## src/rtl/cpu_pkg.sv

```systemverilog
// -----------------------------------------------------------------------------
// cpu_pkg
// Shared types and helpers for the instruction fetch path.
//   NOP_INSN      : instruction word shown on an empty/reset output queue
//   fetch_state_e : fetch sequencer states
//   fetch_pair_t  : {pc, instruction} pair carried from the buffer to decode
//   pc_in_window  : true when a fetch PC is aligned and inside the buffer
// -----------------------------------------------------------------------------
package cpu_pkg;

    localparam logic [31:0] NOP_INSN = 32'h0000_0013;

    typedef enum logic [1:0] {
        IDLE  = 2'd0,
        RUN   = 2'd1,
        FAULT = 2'd2
    } fetch_state_e;

    typedef struct packed {
        logic [31:0] pc;
        logic [31:0] ins;
    } fetch_pair_t;

    // The offset is taken with 32-bit wrap, so a PC below base becomes a huge
    // offset and fails the depth compare rather than aliasing into the window.
    function automatic logic pc_in_window(
        input logic [31:0] pc,
        input logic [31:0] base,
        input logic [31:0] depth,
        input int unsigned step_bits
    );
        logic [31:0] off;
        logic [31:0] mask;
        off  = pc - base;
        mask = (32'd1 << step_bits) - 32'd1;
        return ((off & mask) == 32'd0) && ((off >> step_bits) < depth);
    endfunction

endpackage

```

## src/rtl/fetch_queue.sv

```systemverilog
// -----------------------------------------------------------------------------
// fetch_queue
// Two-entry FIFO of fetch pairs between the instruction buffer and decode.
// Push and pop may happen in the same cycle; flush empties it at once.
//   clk, rst  : clock, synchronous active-high reset (queue empty, NOP head)
//   push      : write push_data at the tail
//   pop       : drop the head
//   flush     : discard all entries (wins over push/pop)
//   push_data : pair to write
//   count     : number of valid entries (0..2)
//   head      : oldest entry, valid when count != 0
// -----------------------------------------------------------------------------
module fetch_queue
    import cpu_pkg::*;
(
    input  logic        clk,
    input  logic        rst,
    input  logic        push,
    input  logic        pop,
    input  logic        flush,
    input  fetch_pair_t push_data,
    output logic [1:0]  count,
    output fetch_pair_t head
);

    fetch_pair_t entry_q [2];
    logic        rd_ptr_q;
    logic        wr_ptr_q;
    logic [1:0]  count_q;

    always_ff @(posedge clk) begin
        if (rst) begin
            // NOTE: the storage itself is reset, not just the pointers, because
            // the head entry drives out_pc/out_ins straight out of reset.
            for (int i = 0; i < 2; i++) begin
                entry_q[i] <= '{pc: 32'h0000_0000, ins: NOP_INSN};
            end
            rd_ptr_q <= 1'b0;
            wr_ptr_q <= 1'b0;
            count_q  <= 2'd0;
        end else if (flush) begin
            rd_ptr_q <= 1'b0;
            wr_ptr_q <= 1'b0;
            count_q  <= 2'd0;
        end else begin
            if (push) begin
                entry_q[wr_ptr_q] <= push_data;
                wr_ptr_q          <= ~wr_ptr_q;
            end
            if (pop) begin
                rd_ptr_q <= ~rd_ptr_q;
            end
            count_q <= count_q + {1'b0, push} - {1'b0, pop};
        end
    end

    assign count = count_q;
    assign head  = entry_q[rd_ptr_q];

    // The issue rule upstream keeps the queue from ever overflowing.
    queue_no_overflow: assert property (@(posedge clk) disable iff (rst)
        !(push && !pop && !flush && count_q == 2'd2));

    queue_no_underflow: assert property (@(posedge clk) disable iff (rst)
        !(pop && !flush && count_q == 2'd0));

endmodule

```

## src/rtl/fetch_ctrl.sv

```systemverilog
// -----------------------------------------------------------------------------
// fetch_ctrl
// Fetch sequencer for a synchronous-read instruction buffer. Generates the
// fetch PC, absorbs the buffer's one-cycle read latency and hands
// {pc, instruction} pairs to decode over valid/ready through a 2-entry queue.
// Redirects discard everything queued or in flight; a fetch PC outside the
// buffer window (or misaligned) parks the block in FAULT until a redirect.
//   clk, rst       : clock, synchronous active-high reset
//   start          : leave IDLE and begin fetching at BOOT_PC
//   redirect_valid : branch/jump taken, redirect_pc is the new target
//   ib_pc          : address presented to the buffer (holds when not issuing)
//   ib_base        : constant BASE for the buffer
//   ib_ins         : buffer data for the address issued on the previous edge
//   out_valid/out_ready/out_pc/out_ins : decode handshake and head pair
//   fault, fault_pc: window/alignment fault flag and offending PC
// -----------------------------------------------------------------------------
module fetch_ctrl
    import cpu_pkg::*;
#(
    parameter logic [31:0] BOOT_PC = 32'h0000_0000,
    parameter logic [31:0] BASE    = 32'h0000_0000,
    parameter int unsigned DEPTH   = 128,
    parameter int unsigned PC_STEP = 4
) (
    input  logic        clk,
    input  logic        rst,
    input  logic        start,
    input  logic        redirect_valid,
    input  logic [31:0] redirect_pc,
    output logic [31:0] ib_pc,
    output logic [31:0] ib_base,
    input  logic [31:0] ib_ins,
    output logic        out_valid,
    input  logic        out_ready,
    output logic [31:0] out_pc,
    output logic [31:0] out_ins,
    output logic        fault,
    output logic [31:0] fault_pc
);

    localparam int unsigned STEP_BITS = $clog2(PC_STEP);
    localparam logic [31:0] STEP_W    = 32'(PC_STEP);
    localparam logic [31:0] DEPTH_W   = 32'(DEPTH);

    fetch_state_e state_q, state_d;
    logic [31:0]  pc_q, pc_d;
    logic [31:0]  ib_pc_q, ib_pc_d;
    logic [31:0]  fault_pc_q, fault_pc_d;
    logic         inflight_q, inflight_d;

    logic         push;
    logic         pop;
    logic         flush;
    logic [1:0]   count;
    logic [2:0]   pending;
    logic         room;
    fetch_pair_t  push_data;
    fetch_pair_t  head;

    // Slots committed after this edge: queued + arriving - leaving. A new issue
    // is only allowed when its data is guaranteed a free slot next cycle.
    assign pop       = out_valid & out_ready;
    assign pending   = {1'b0, count} + {2'b00, inflight_q} - {2'b00, pop};
    assign room      = (pending < 3'd2);
    // ib_pc_q is still the address whose data is on ib_ins this cycle.
    assign push_data = '{pc: ib_pc_q, ins: ib_ins};

    fetch_queue u_queue (
        .clk       (clk),
        .rst       (rst),
        .push      (push),
        .pop       (pop),
        .flush     (flush),
        .push_data (push_data),
        .count     (count),
        .head      (head)
    );

    always_comb begin
        // NOTE: every signal written here gets a default first, so no path
        // through the case statement can infer a latch.
        state_d    = state_q;
        pc_d       = pc_q;
        ib_pc_d    = ib_pc_q;
        fault_pc_d = fault_pc_q;
        inflight_d = 1'b0;
        push       = 1'b0;
        flush      = 1'b0;

        unique case (state_q)
            IDLE: begin
                if (start) begin
                    state_d = RUN;
                    pc_d    = BOOT_PC;
                end
            end

            RUN: begin
                if (redirect_valid) begin
                    // Queue cleared and the arriving word dropped; no issue
                    // this cycle, the new target is issued next cycle.
                    flush = 1'b1;
                    pc_d  = redirect_pc;
                end else begin
                    push = inflight_q;
                    if (room) begin
                        if (!pc_in_window(pc_q, BASE, DEPTH_W, STEP_BITS)) begin
                            state_d    = FAULT;
                            fault_pc_d = pc_q;
                            flush      = 1'b1;
                            push       = 1'b0;
                        end else begin
                            ib_pc_d    = pc_q;
                            inflight_d = 1'b1;
                            pc_d       = pc_q + STEP_W;
                        end
                    end
                end
            end

            FAULT: begin
                if (redirect_valid) begin
                    state_d = RUN;
                    pc_d    = redirect_pc;
                    flush   = 1'b1;
                end
            end

            default: begin
                state_d = IDLE;
                flush   = 1'b1;
            end
        endcase
    end

    always_ff @(posedge clk) begin
        // NOTE: state uses non-blocking assignments so every register samples
        // the pre-edge values regardless of statement order.
        if (rst) begin
            state_q    <= IDLE;
            pc_q       <= BOOT_PC;
            ib_pc_q    <= BOOT_PC;
            fault_pc_q <= 32'h0000_0000;
            inflight_q <= 1'b0;
        end else begin
            state_q    <= state_d;
            pc_q       <= pc_d;
            ib_pc_q    <= ib_pc_d;
            fault_pc_q <= fault_pc_d;
            inflight_q <= inflight_d;
        end
    end

    assign ib_pc     = ib_pc_q;
    assign ib_base   = BASE;
    assign out_valid = (count != 2'd0);
    assign out_pc    = head.pc;
    assign out_ins   = head.ins;
    assign fault     = (state_q == FAULT);
    assign fault_pc  = fault_pc_q;

endmodule

```

## config.mk

```make
export PLATFORM = sky130hd
export DESIGN_NAME = fetch_ctrl
export DESIGN_NICKNAME = d
export VERILOG_FILES = /design/src/rtl/cpu_pkg.sv /design/src/rtl/fetch_queue.sv /design/src/rtl/fetch_ctrl.sv
export SDC_FILE = /design/constraint.sdc
export NUM_CORES = 1
export LEC_CHECK = 0
export BUFFER_PORTS_ARGS = -buffer_cell sky130_fd_sc_hd__buf_2
export CAP_MARGIN = 10
export CORE_ASPECT_RATIO = 0.75
export CORE_MARGIN = 1.5
export CORE_UTILIZATION = 40
export CTS_CLUSTER_DIAMETER = 120
export DETAILED_ROUTE_END_ITERATION = 8
export PLACE_DENSITY = 0.68
export SYNTH_ARGS = -nofsm -noshare
export SYNTH_HDL_FRONTEND = slang
export SYNTH_HIERARCHICAL = 1
export SYNTH_SLANG_ARGS = --single-unit
```

## constraint.sdc

```tcl
create_clock -name clk -period 5.6 [get_ports clk]
set_clock_uncertainty 0.1 [all_clocks]
set_input_delay 0.28 -clock clk [delete_from_list [all_inputs] [get_ports clk]]
set_output_delay 0.28 -clock clk [all_outputs]
set_load 0.02 [all_outputs]
```

==> flow_metrics.env, run 1 <==
export IMPL_insertedDiodeCount=0
export IMPL_netlist_top_cell_by_area="edfxtp_1"
export IMPL_crit_reg2reg_launch="u_queue/count[1]$_SDFF_PP0_"
export IMPL_boundary_pins=231
export IMPL_globalRouteTotalUtil_pct=17.47
export IMPL_clockBufferDepth=3
export IMPL_ys_types=62
export IMPL_layout_drive_gt1_share_pct=31.61
export IMPL_worst_setup_path_startpoint="u_queue/count[1]$_SDFF_PP0_"
export IMPL_post_synth_most_frequent_cells="128 x edfxtp_1, 125 x and3_1, 104 x dfxtp_1"
export IMPL_ys_seq_elements=232
export IMPL_dr_pass1_iters=5
export IMPL_total_switching_power_uw=1123
export IMPL_globalRoute_totalOverflow=0
export IMPL_tightest_slew_ns=1.067
export IMPL_seq_area_frac_synth_pct=56.36
export IMPL_route_detailed_drc=0
export IMPL_cts_root_buffer_cell="clkbuf_16"
export IMPL_worst_setup_path_end_kind="flip-flop"
export IMPL_swShare_pct=27.11
export IMPL_cts_tree="built"
export IMPL_place_hpwl_mm=15.42
export IMPL_finalHoldViolCount=0
export IMPL_crit_slowest_cell="a21o_2"
export IMPL_die_area_sq_um=27280
export IMPL_tritoncts_num_buffers=24
export IMPL_max_slew_margin_rel_pct=28.89
export IMPL_layout_area_overhead_vs_synth_pct=21.85
export IMPL_first_pass_grt_wire_length_mm=37.92
export IMPL_route_final_wire_length_mm=24.75
export IMPL_worstSkewPairLatency_ns=0.52
export IMPL_path_buf_inv=1
export IMPL_data_arrival_critical_path_ns=4.17
export IMPL_route_vias_total=7435
export IMPL_req_time_crit_path_ns=5.70
export IMPL_run_status="completed"
export IMPL_vias_in_the_first_global_route=6858
export IMPL_finalMaxSlewViolations=0
export IMPL_power_combinational_fraction_pct=16.5
export IMPL_cts_sinks=232
export IMPL_cp_common_cell="and2_1"
export IMPL_hp_start="redirect_pc[10]"
export IMPL_cts_repair_timing_setup_buffer_count=0
export IMPL_totalNegativeSetupSlack_ns=0
export IMPL_htreeDepth=1
export IMPL_cp_top_family="simple AND/OR/NAND/NOR gates"
export IMPL_finalSetupViolations=0
export IMPL_design_final_nets=1163
export IMPL_routabilityCongestion=0.8241
export IMPL_dp_cells=1347
export IMPL_clock_fmax_mhz=245.3
export IMPL_timing_max_cap_violations=0
export IMPL_num_rows=51
export IMPL_share_seq_of_total_power_pct=45.4
export IMPL_post_synthesis_cell_count=865
export IMPL_async_reset_ff_share_pct=0
export IMPL_synth_largest_type_area_fraction_pct=36.56
export IMPL_p_leak_uw=0.005772
export IMPL_post_route_antenna_net_violation_count=0
export IMPL_drt_iter0_drc=468
export IMPL_cts_resized=0
export IMPL_final_worst_path_period_share_pct=72.80
export IMPL_stdcell_count=1445
export IMPL_chipHeight_um=143.4
export IMPL_synth_most_common_cell="edfxtp_1"
export IMPL_post_drt_via_cell_ratio=5.145
export IMPL_cp_max_fo=34
export IMPL_fp_dieW_um=190.2
export IMPL_cell_internal_pwr_uw=3018
export IMPL_antenna_violations_before_repair=0
export IMPL_syn_mean_instance_area_sq_um=12.15
export IMPL_ys_warn_count=6
export IMPL_crit_path_cell_trace="or2_2 -> and2_1 -> ha_1 -> nand2b_1 -> fa_1 -> xnor2_1 -> and2_1 -> a21oi_1 -> and2_2 -> a21o_2 -> buf_12"
export IMPL_path_clk_slew_ns=0.06
export IMPL_setup_repair_after_global_routing_missed_its_margin="no"
export IMPL_core_sq_um=25910
export IMPL_number_of_enable_type_register_cells_in_the_synthesized_netlist=128
export IMPL_routed_wire_length_per_instance_um=17.13
export IMPL_timing_final_crit_period_ns=4.077
export IMPL_cellPowerDensity_nw_per_um2=323.2
export IMPL_synth_area_leaders="edfxtp_1 37%, dfxtp_1 20%, and3_1 7.4%"
export IMPL_synth_area_sq_um=10510
export IMPL_clockPowerShare_pct=38.1
export IMPL_starting_utilization_of_the_core_area_pct=40.58
export IMPL_cp_start_kind="flip-flop"
export IMPL_synth_top_flop_cell="edfxtp_1"
export IMPL_port_buffer_count=198
export IMPL_setup_worst_path_class="flip-flop to flip-flop"
export IMPL_grt_max_degree=124
export IMPL_max_stage_delay_ns=0.67
export IMPL_ir_drop_uv=194.0
export IMPL_min_delay_path_class="input pin to flip-flop"
==> state kept, by name, summed over array words and instances, names as in the netlist, named ones only <==
| signal | cells |
|---|---|
| u_queue/entry_q | 128 |
| fault_pc | 32 |
| ib_pc | 32 |
| pc_q | 32 |
| state_q | 2 |
| u_queue/count | 2 |
| inflight_q | 1 |
| u_queue/rd_ptr_q | 1 |
| u_queue/wr_ptr_q | 1 |
==> per-stage QoR <==
| step | hold slack [ns] | utilization (%) | setup WS [ns] | cell area (sq um) | power, uW |
|---|---|---|---|---|---|
| floorplan | 0.3233 | - | 0.9630 | 10630 | 2436 |
| global placement | 0.3463 | 44.21 | 1.558 | 11450 | 2550 |
| detailed placement | 0.3485 | 44.21 | 1.504 | 11450 | 2557 |
| CTS | 0.01192 | 49.34 | 1.488 | 12780 | 4164 |
| global route | 0.06043 | 49.45 | 1.273 | 12810 | 4307 |
| finish | 0.01658 | 49.45 | 1.523 | 12810 | 4141 |
==> cells by family after synthesis <==
family                     after synthesis  synth area share [%]
AOI/OAI and AO/OA                       93                 6.260
xor gates and xnor gates                14                 1.297
adders and majority gates                9                 1.142
buffers and inverters                  112                 7.200
DFF                                    232                 56.36
muxes                                   99                 10.19
other                                    1               0.03567
and+or+nand+nor                        305                 17.52
==> tightest hold or removal path, stage by stage <==
cell       delay, ns
buf_2           0.10
a2bb2oi_1       0.06
o2bb2ai_1       0.15
==> timing repair <==
action | CTS | global route
hold buffers | 55 | 0
endpoints found under the hold margin | 86 | 0
setup endpoints to repair | 0 | 0
==> layout make-up <==
type                    count  area [sq um]
clock inverters             6         91.34
flip-flops and latches    232          5927
repair buffers            264          1669
fillers                  2361         13100
multi-input cells         552          3965
clock buffers              36         686.9
inverters                  11         41.29
well taps                 344         430.4
==> per-layer routing <==
metal | global-route usage (%) | up-vias | routed length, um
met5 | 0 | - | 0
met4 | 4.144 | 0 | 451
met3 | 3.150 | 34 | 1767
met2 | 27.47 | 251 | 11160
met1 | 24.98 | 3600 | 11360
li1 | - | 3550 | -
==> path summary, 6_finish.rpt <==
path         cells after the start  slack [ns]                              endpoint
max                             11        1.52  u_queue/entry_q[1][29]$_SDFFCE_PN0P_
min                              3        0.02                 pc_q[10]$_SDFFE_PP0P_
max reg2reg                     11        1.52  u_queue/entry_q[1][29]$_SDFFCE_PN0P_
min reg2reg                      2        0.36             fault_pc[13]$_SDFFE_PP0P_
==> placed cells by master, fill, tap and decap left out, types with 24 or more instances in the layout <==
cell,n
nand2_1,25
and3_1,125
buf_2,198
mux2_2,64
a21oi_1,24
edfxtp_1,128
mux2i_1,35
clkbuf_16,24
dlygate4sd3_1,55
conb_1,32
nor2_1,53
dfxtp_1,103
==> power groups by stage <==
stage,registers (uW),logic [uW],clock network [uW]
after floorplan,1900,534,0
after global placement,1910,637,0
after detailed placement,1920,640,0
after CTS,1880,673,1610
after global routing,1880,743,1680
final,1880,684,1580
(Power assumes the default switching activity.)
==> run 2, diff against run 1 <==
--- a/config.mk
+++ b/config.mk
@@ -5,6 +5,7 @@
 export SDC_FILE = /design/constraint.sdc
 export NUM_CORES = 1
 export LEC_CHECK = 0
+export ABC_AREA = 1
 export BUFFER_PORTS_ARGS = -buffer_cell sky130_fd_sc_hd__buf_2
 export CAP_MARGIN = 10
 export CORE_ASPECT_RATIO = 0.75
==> constraint.sdc (replaced) <==
create_clock -name clk -period 3.78 [get_ports clk]
set_clock_uncertainty 0.1 [all_clocks]
set_input_delay 0.189 -clock clk [delete_from_list [all_inputs] [get_ports clk]]
set_output_delay 0.189 -clock clk [all_outputs]
set_load 0.02 [all_outputs]
==> run 2 against run 1 <==
Against the previous run: the run now ends with DRC left; hold slack improved by 0.018 ns; final cell count rose by 27%; sequential cell count did not move; final area rose by 5.2%; sequential share of layout area fell by 2.3 points; clock power rose by 51%; utilization rose by 0.70 points; critical path type unchanged.
==> flow_metrics.env, run 2 <==
export IMPL_vias_in_the_first_global_route=8340
export IMPL_post_drt_via_cell_ratio=4.793
export IMPL_synth_top_flop_cell="edfxtp_1"
export IMPL_post_route_cell_area_sq_um=13480
export IMPL_dr_pass1_iters=8
export IMPL_port_buffer_count=198
export IMPL_core_sq_um=26870
export IMPL_timing_final_crit_period_ns=3.533
export IMPL_starting_utilization_of_the_core_area_pct=40.58
export IMPL_route_vias_total=8776
export IMPL_fillers=2490
export IMPL_syn_mean_instance_area_sq_um=9.026
export IMPL_place_hpwl_mm=18.30
export IMPL_routed_wire_length_per_instance_um=15.36
export IMPL_finalSetupViolations=0
export IMPL_drt_iter0_drc=592
export IMPL_clockBufferDepth=3
export IMPL_path_clk_slew_ns=0.06
export IMPL_run_status="finished with violations"
export IMPL_tightest_slew_ns=1.093
export IMPL_yosys_area_share_xor_xnor_pct=0.08033
export IMPL_dp_cells=1719
export IMPL_final_ws_setup_ns=0.2470
export IMPL_cp_max_fo=64
export IMPL_setup_repair_after_global_routing_missed_its_margin="no"
export IMPL_clock_fmax_mhz=283.0
export IMPL_routabilityCongestion=0.9102
export IMPL_synth_area_sq_um=10900
export IMPL_route_detailed_drc=11
export IMPL_p_leak_uw=0.005762
export IMPL_ys_seq_elements=232
export IMPL_ir_drop_uv=316.0
export IMPL_post_synthesis_cell_count=1208
export IMPL_preCtsSetupSlack_ns=0.2604
export IMPL_req_time_crit_path_ns=3.85
export IMPL_num_rows=52
export IMPL_design_final_nets=1538
export IMPL_synth_area_leaders="edfxtp_1 35%, dfxtp_1 19%, nand2_1 8.5%"
export IMPL_synth_area_mux_share_pct=6.610
export IMPL_ys_types=40
export IMPL_simple_gate_share_of_the_synthesized_area_pct=20.94
export IMPL_stdcell_count=1831
export IMPL_htreeDepth=1
export IMPL_synth_fa_ha_area_share_pct=1.102
export IMPL_post_dp_cell_area_sq_um=12020
export IMPL_worst_setup_path_end_kind="flip-flop"
export IMPL_final_worst_path_period_share_pct=93.47
export IMPL_cp_start_kind="flip-flop"
export IMPL_first_pass_grt_wire_length_mm=43.87
export IMPL_fp_dieW_um=193.6
export IMPL_finalHoldViolCount=0
export IMPL_route_final_wire_length_mm=28.13
export IMPL_min_delay_path_class="input pin to flip-flop"
export IMPL_synth_most_common_cell="nand2_1"
export IMPL_post_synth_most_frequent_cells="246 x nand2_1, 193 x nor2_1, 134 x inv_1"
export IMPL_cts_tree="built"
export IMPL_die_area_sq_um=28270
export IMPL_setup_worst_path_class="flip-flop to flip-flop"
export IMPL_grt_max_degree=65
export IMPL_regMostFlops="u_queue/entry_q"
export IMPL_tritoncts_num_buffers=25
export IMPL_layout_drive_gt1_share_pct=25.35
export IMPL_post_route_antenna_net_violation_count=0
export IMPL_number_of_enable_type_register_cells_in_the_synthesized_netlist=128
export IMPL_data_arrival_critical_path_ns=3.60
export IMPL_ys_warn_count=6
export IMPL_layout_cells_most_common="nand2_1"
export IMPL_antenna_violations_before_repair=2
export IMPL_async_reset_ff_share_pct=0
export IMPL_max_reg_flops=128
export IMPL_layout_area_overhead_vs_synth_pct=23.61
export IMPL_globalRouteTotalUtil_pct=19.45
export IMPL_synth_largest_type_area_fraction_pct=35.25
export IMPL_max_slew_margin_rel_pct=26.98
export IMPL_cts_sinks=232
export IMPL_chipHeight_um=146.0
export IMPL_cts_root_buffer_cell="clkbuf_16"
export IMPL_boundary_pins=231
export IMPL_timing_max_cap_violations=0
export IMPL_worstSkewPairLatency_ns=0.52
export IMPL_reg2reg_slack_ns=0.25
export IMPL_seq_area_frac_synth_pct=54.35
export IMPL_layout_cells_most_common_list="244 x nand2_1, 198 x buf_2, 193 x nor2_1"
export IMPL_totalNegativeSetupSlack_ns=0
export IMPL_cellPowerDensity_nw_per_um2=518.1
export IMPL_total_power_uw=6982
export IMPL_combinational_family_with_the_most_area_after_synthesis="simple AND/OR/NAND/NOR gates"
export IMPL_finalMaxSlewViolations=0
export IMPL_synth_compound_gate_area_share_pct=6.335
export IMPL_globalRoute_totalOverflow=0
export IMPL_violations="DRC"
export IMPL_netlist_top_cell_by_area="edfxtp_1"
run 2: final cells by class:
type / count / area, sq um / area share, %
Sequential cell: 232 / 5927 / 43.98
Tap cell: 351 / 439.2 / 3.259
Clock inverter: 11 / 83.83 / 0.6220
Timing Repair Buffer: 276 / 1798 / 13.34
Antenna cell: 1 / 2.502 / 0.01857
Multi-Input combinational cell: 781 / 3970 / 29.46
Inverter: 144 / 540.5 / 4.011
Clock buffer: 35 / 715.7 / 5.311
run 2: worst paths after layout:
kind	from	to	depth (start not counted)
min reg2reg	ib_pc[28]$_SDFFE_PP0P_	ib_pc[28]$_SDFFE_PP0P_	2
max reg2reg	u_queue/count[1]$_SDFF_PP0_	u_queue/entry_q[0][49]$_SDFFCE_PN0P_	14
min	redirect_pc[0]	pc_q[0]$_SDFFE_PP0P_	5
max	u_queue/count[1]$_SDFF_PP0_	u_queue/entry_q[0][49]$_SDFFCE_PN0P_	14
run 2: what timing repair did:
item,CTS,global route
endpoints found under the hold margin,95,0
endpoints found under the setup margin,0,1
gates resized for setup,0,1
hold buffers,62,0
setup buffers,0,2
run 2: logic make-up (layout without fill, tap and decap cells):
logic type / count (synthesis) / count (layout)
muxes: 64 / 64
buffers and inverters: 227 / 466
and+or+nand+nor: 542 / 543
adders and majority gates: 9 / 9
other: 1 / 33
AOI/OAI and AO/OA: 132 / 132
xor gates and xnor gates: 1 / 1
DFF: 232 / 232
run 2: critical path, stage by stage, from the launching register on:
cell and delay [ns]:
dfxtp_1 0.45, o21a_1 0.24, ha_1 0.24, or2_2 0.30, fa_1 0.40, inv_1 0.07
nand2_1 0.04, nand3_1 0.18, nor2_1 0.10, nand2_1 0.08, o2111ai_1 0.18, nor2_4 0.26
nand2_4 0.09, nand2_4 0.07, buf_12 0.31
run 2: power breakdown:
group,switching [uW],leakage [uW],internal (uW)
Sequential,115,0.00212,2850
Clock,986,0.000406,1390
Combinational,1140,0.00323,501
run 2: stage by stage:
stage | hold slack, ns | util [%]
final | 0.03478 | 50.15
after global routing | 0.05498 | 50.15
after CTS | 0.007282 | 50.03
after detailed placement | 0.3550 | 44.75
after global placement | 0.3464 | 44.75
after floorplan | 0.1648 | -
run 2: routing by layer:
layer  up-vias  routed length [um]  global-route usage (%)
met5         -                  13                       0
met4         2                 829                   6.693
met3        58                2357                   4.450
met2       321               12020                   29.31
met1      4072               12900                   27.54
li1       4323                   -                       -
==> run 3, diff against run 2 <==
--- a/config.mk
+++ b/config.mk
@@ -10,10 +10,10 @@
 export CAP_MARGIN = 10
 export CORE_ASPECT_RATIO = 0.75
 export CORE_MARGIN = 1.5
-export CORE_UTILIZATION = 40
+export CORE_UTILIZATION = 50
 export CTS_CLUSTER_DIAMETER = 120
 export DETAILED_ROUTE_END_ITERATION = 8
-export PLACE_DENSITY = 0.68
+export PLACE_DENSITY = 0.8
 export SYNTH_ARGS = -nofsm -noshare
 export SYNTH_HDL_FRONTEND = slang
 export SYNTH_HIERARCHICAL = 1
==> constraint.sdc (replaced) <==
create_clock -name clk -period 4.04 [get_ports clk]
set_clock_uncertainty 0.1 [all_clocks]
set_input_delay 0.202 -clock clk [delete_from_list [all_inputs] [get_ports clk]]
set_output_delay 0.202 -clock clk [all_outputs]
set_load 0.02 [all_outputs]
==> run 3 against run 2 <==
Against the previous run: the flow now finishes without violations; critical path depth down 2; largest power group unchanged; sequential power down 6%; sequential cell count unchanged; first-iteration DRC count up 37%; routed wire length down 3.4%.
==> flow_metrics.env, run 3 (synthesis results as in run 2) <==
export IMPL_route_final_wire_length_mm=27.18
export IMPL_cts_resized=0
export IMPL_tightest_slew_ns=1.114
export IMPL_chipHeight_um=130.9
export IMPL_fp_dieW_um=173.5
export IMPL_antenna_violations_before_repair=2
export IMPL_grt_max_degree=64
export IMPL_timing_hold_ws_ns=0.01864
export IMPL_max_reg_flops=128
export IMPL_worstSkewPairLatency_ns=0.53
export IMPL_clockBufferDepth=3
export IMPL_cts_repair_timing_setup_buffer_count=0
export IMPL_cellPowerDensity_nw_per_um2=478.7
export IMPL_max_slew_margin_rel_pct=25.58
export IMPL_setup_repair_after_global_routing_missed_its_margin="no"
export IMPL_routed_wire_length_per_instance_um=15.46
export IMPL_num_rows=46
export IMPL_req_time_crit_path_ns=4.18
export IMPL_fillers=1754
export IMPL_finalHoldViolCount=0
export IMPL_total_power_uw=6344
export IMPL_die_area_sq_um=22710
export IMPL_worst_setup_path_end_kind="flip-flop"
export IMPL_place_hpwl_mm=17.64
export IMPL_final_worst_path_period_share_pct=89.87
export IMPL_route_detailed_drc=0
export IMPL_boundary_pins=231
export IMPL_routabilityCongestion=0.9508
export IMPL_dr_pass1_iters=5
export IMPL_max_stage_delay_ns=0.56
export IMPL_crit_path_cell_trace="o21a_1 -> ha_1 -> or2_2 -> fa_1 -> nand3_1 -> nor2_1 -> nand2_1 -> o2111ai_1 -> nor2_4 -> nand3_4 -> buf_4 -> nor2_1"
export IMPL_finalSetupViolations=0
export IMPL_first_pass_grt_wire_length_mm=41.88
export IMPL_data_arrival_critical_path_ns=3.77
export IMPL_tritoncts_num_buffers=23
export IMPL_post_drt_via_cell_ratio=5.028
export IMPL_cts_tree="built"
export IMPL_drt_iter0_drc=812
export IMPL_port_buffer_count=198
export IMPL_layout_drive_gt1_share_pct=24.74
export IMPL_timing_final_crit_period_ns=3.631
export IMPL_crit_slowest_cell="buf_4"
export IMPL_globalRoute_totalOverflow=0
export IMPL_layout_cells_most_common="nand2_1"
export IMPL_totalNegativeSetupSlack_ns=0
export IMPL_cts_sinks=232
export IMPL_cp_start_kind="flip-flop"
export IMPL_core_sq_um=21240
export IMPL_htreeDepth=1
export IMPL_vias_in_the_first_global_route=8185
export IMPL_regMostFlops="u_queue/entry_q"
export IMPL_route_vias_total=8839
export IMPL_run_status="completed"
export IMPL_clock_fmax_mhz=275.4
export IMPL_min_delay_path_class="input pin to flip-flop"
export IMPL_layout_area_overhead_vs_synth_pct=21.55
export IMPL_p_leak_uw=0.005664
export IMPL_ir_drop_uv=325.7
export IMPL_cp_common_cell="nor2_1"
export IMPL_layout_cells_most_common_list="244 x nand2_1, 198 x buf_2, 193 x nor2_1"
export IMPL_cts_root_buffer_cell="clkbuf_16"
export IMPL_globalRouteTotalUtil_pct=23.36
export IMPL_timing_max_cap_violations=0
export IMPL_finalMaxSlewViolations=0
export IMPL_post_route_antenna_net_violation_count=0
export IMPL_path_clk_slew_ns=0.07
export IMPL_setup_worst_path_class="flip-flop to flip-flop"
export IMPL_starting_utilization_of_the_core_area_pct=51.34
export IMPL_cp_max_fo=62
export IMPL_design_final_nets=1528
==> run 3: changes by cell type in the layout (fill, tap and decap cells not counted), moves of 2 or more <==
cell,previous run,this run
dlygate4sd3_1,62,59
diode_2,1,3
nand2_2,2,4
clkinv_1,1,6
clkbuf_16,26,23
buf_4,10,8
clkbuf_8,3,1
clkinv_2,9,2
clkinvlp_2,0,2
nand2_4,4,2
clkbuf_1,5,3
==> run 3: final timing paths <==
kind / end / slack (ns) / depth (start not counted) / start
worst max-delay path: u_queue/entry_q[1][46]$_SDFFCE_PN0P_ / 0.41 / 12 / u_queue/count[1]$_SDFF_PP0_
worst min-delay path: pc_q[0]$_SDFFE_PP0P_ / 0.02 / 5 / redirect_pc[0]
worst max register to register: u_queue/entry_q[1][46]$_SDFFCE_PN0P_ / 0.41 / 12 / u_queue/count[1]$_SDFF_PP0_
worst min register to register: ib_pc[28]$_SDFFE_PP0P_ / 0.37 / 2 / ib_pc[28]$_SDFFE_PP0P_
==> run 3: worst max-delay path, delay by kind of cell (launching register included) <==
family                   cells  cell delay, ns
AO/OA/AOI/OAI                2            0.39
adder cells (fa/ha/maj)      2            0.72
buffers and inverters        1            0.56
flip-flops                   1            0.45
AND/OR/NAND/NOR              7            1.08
==> run 3: stage by stage <==
stage,cells,utilization [%],setup WS [ns],area (sq um)
floorplan,1239,-,0.009276,11020
global placement,1654,56.07,0.4832,11910
detailed placement,1654,56.07,0.4232,11910
CTS,1755,62.37,0.4097,13250
global route,1756,62.38,0.1731,13250
finish,1758,62.40,0.4094,13250
==> run 3: power breakdown <==
group	total, uW	internal, uW	switching, uW
Sequential	2780	2670	112
Combinational	1440	431	1010
Clock	2120	1210	915
Total	6340	4300	2040
==> run 3: area by class of cell <==
cell class	instances	area [sq um]	share of cell area, %
diodes	3	7.507	0.05665
clock buffers	27	600.6	4.532
clock inverters	15	146.4	1.105
inverters	144	540.5	4.079
multi-input cells	780	3949	29.80
flip-flops and latches	232	5927	44.72
well taps	288	360.3	2.719
repair buffers	269	1722	12.99
==> run 3: timing repair <==
| item | 4_1_cts | 5_1_grt |
|---|---|---|
| hold buffers | 59 | 0 |
| endpoints found under the hold margin | 91 | 0 |
| endpoints found under the setup margin | 0 | 0 |
==> run 3: per-layer routing <==
| layer | GRT usage [%] | wire (um) | vias to the layer above | part of all wire [%] |
|---|---|---|---|---|
| met4 | 7.980 | 791 | 0 | 2.9 |
| met5 | 0 | 0 | - | 0 |
| met1 | 32.53 | 12150 | 4127 | 45 |
| li1 | - | - | 4297 | - |
| met3 | 3.993 | 2048 | 61 | 7.5 |
| met2 | 37.30 | 12190 | 354 | 45 |
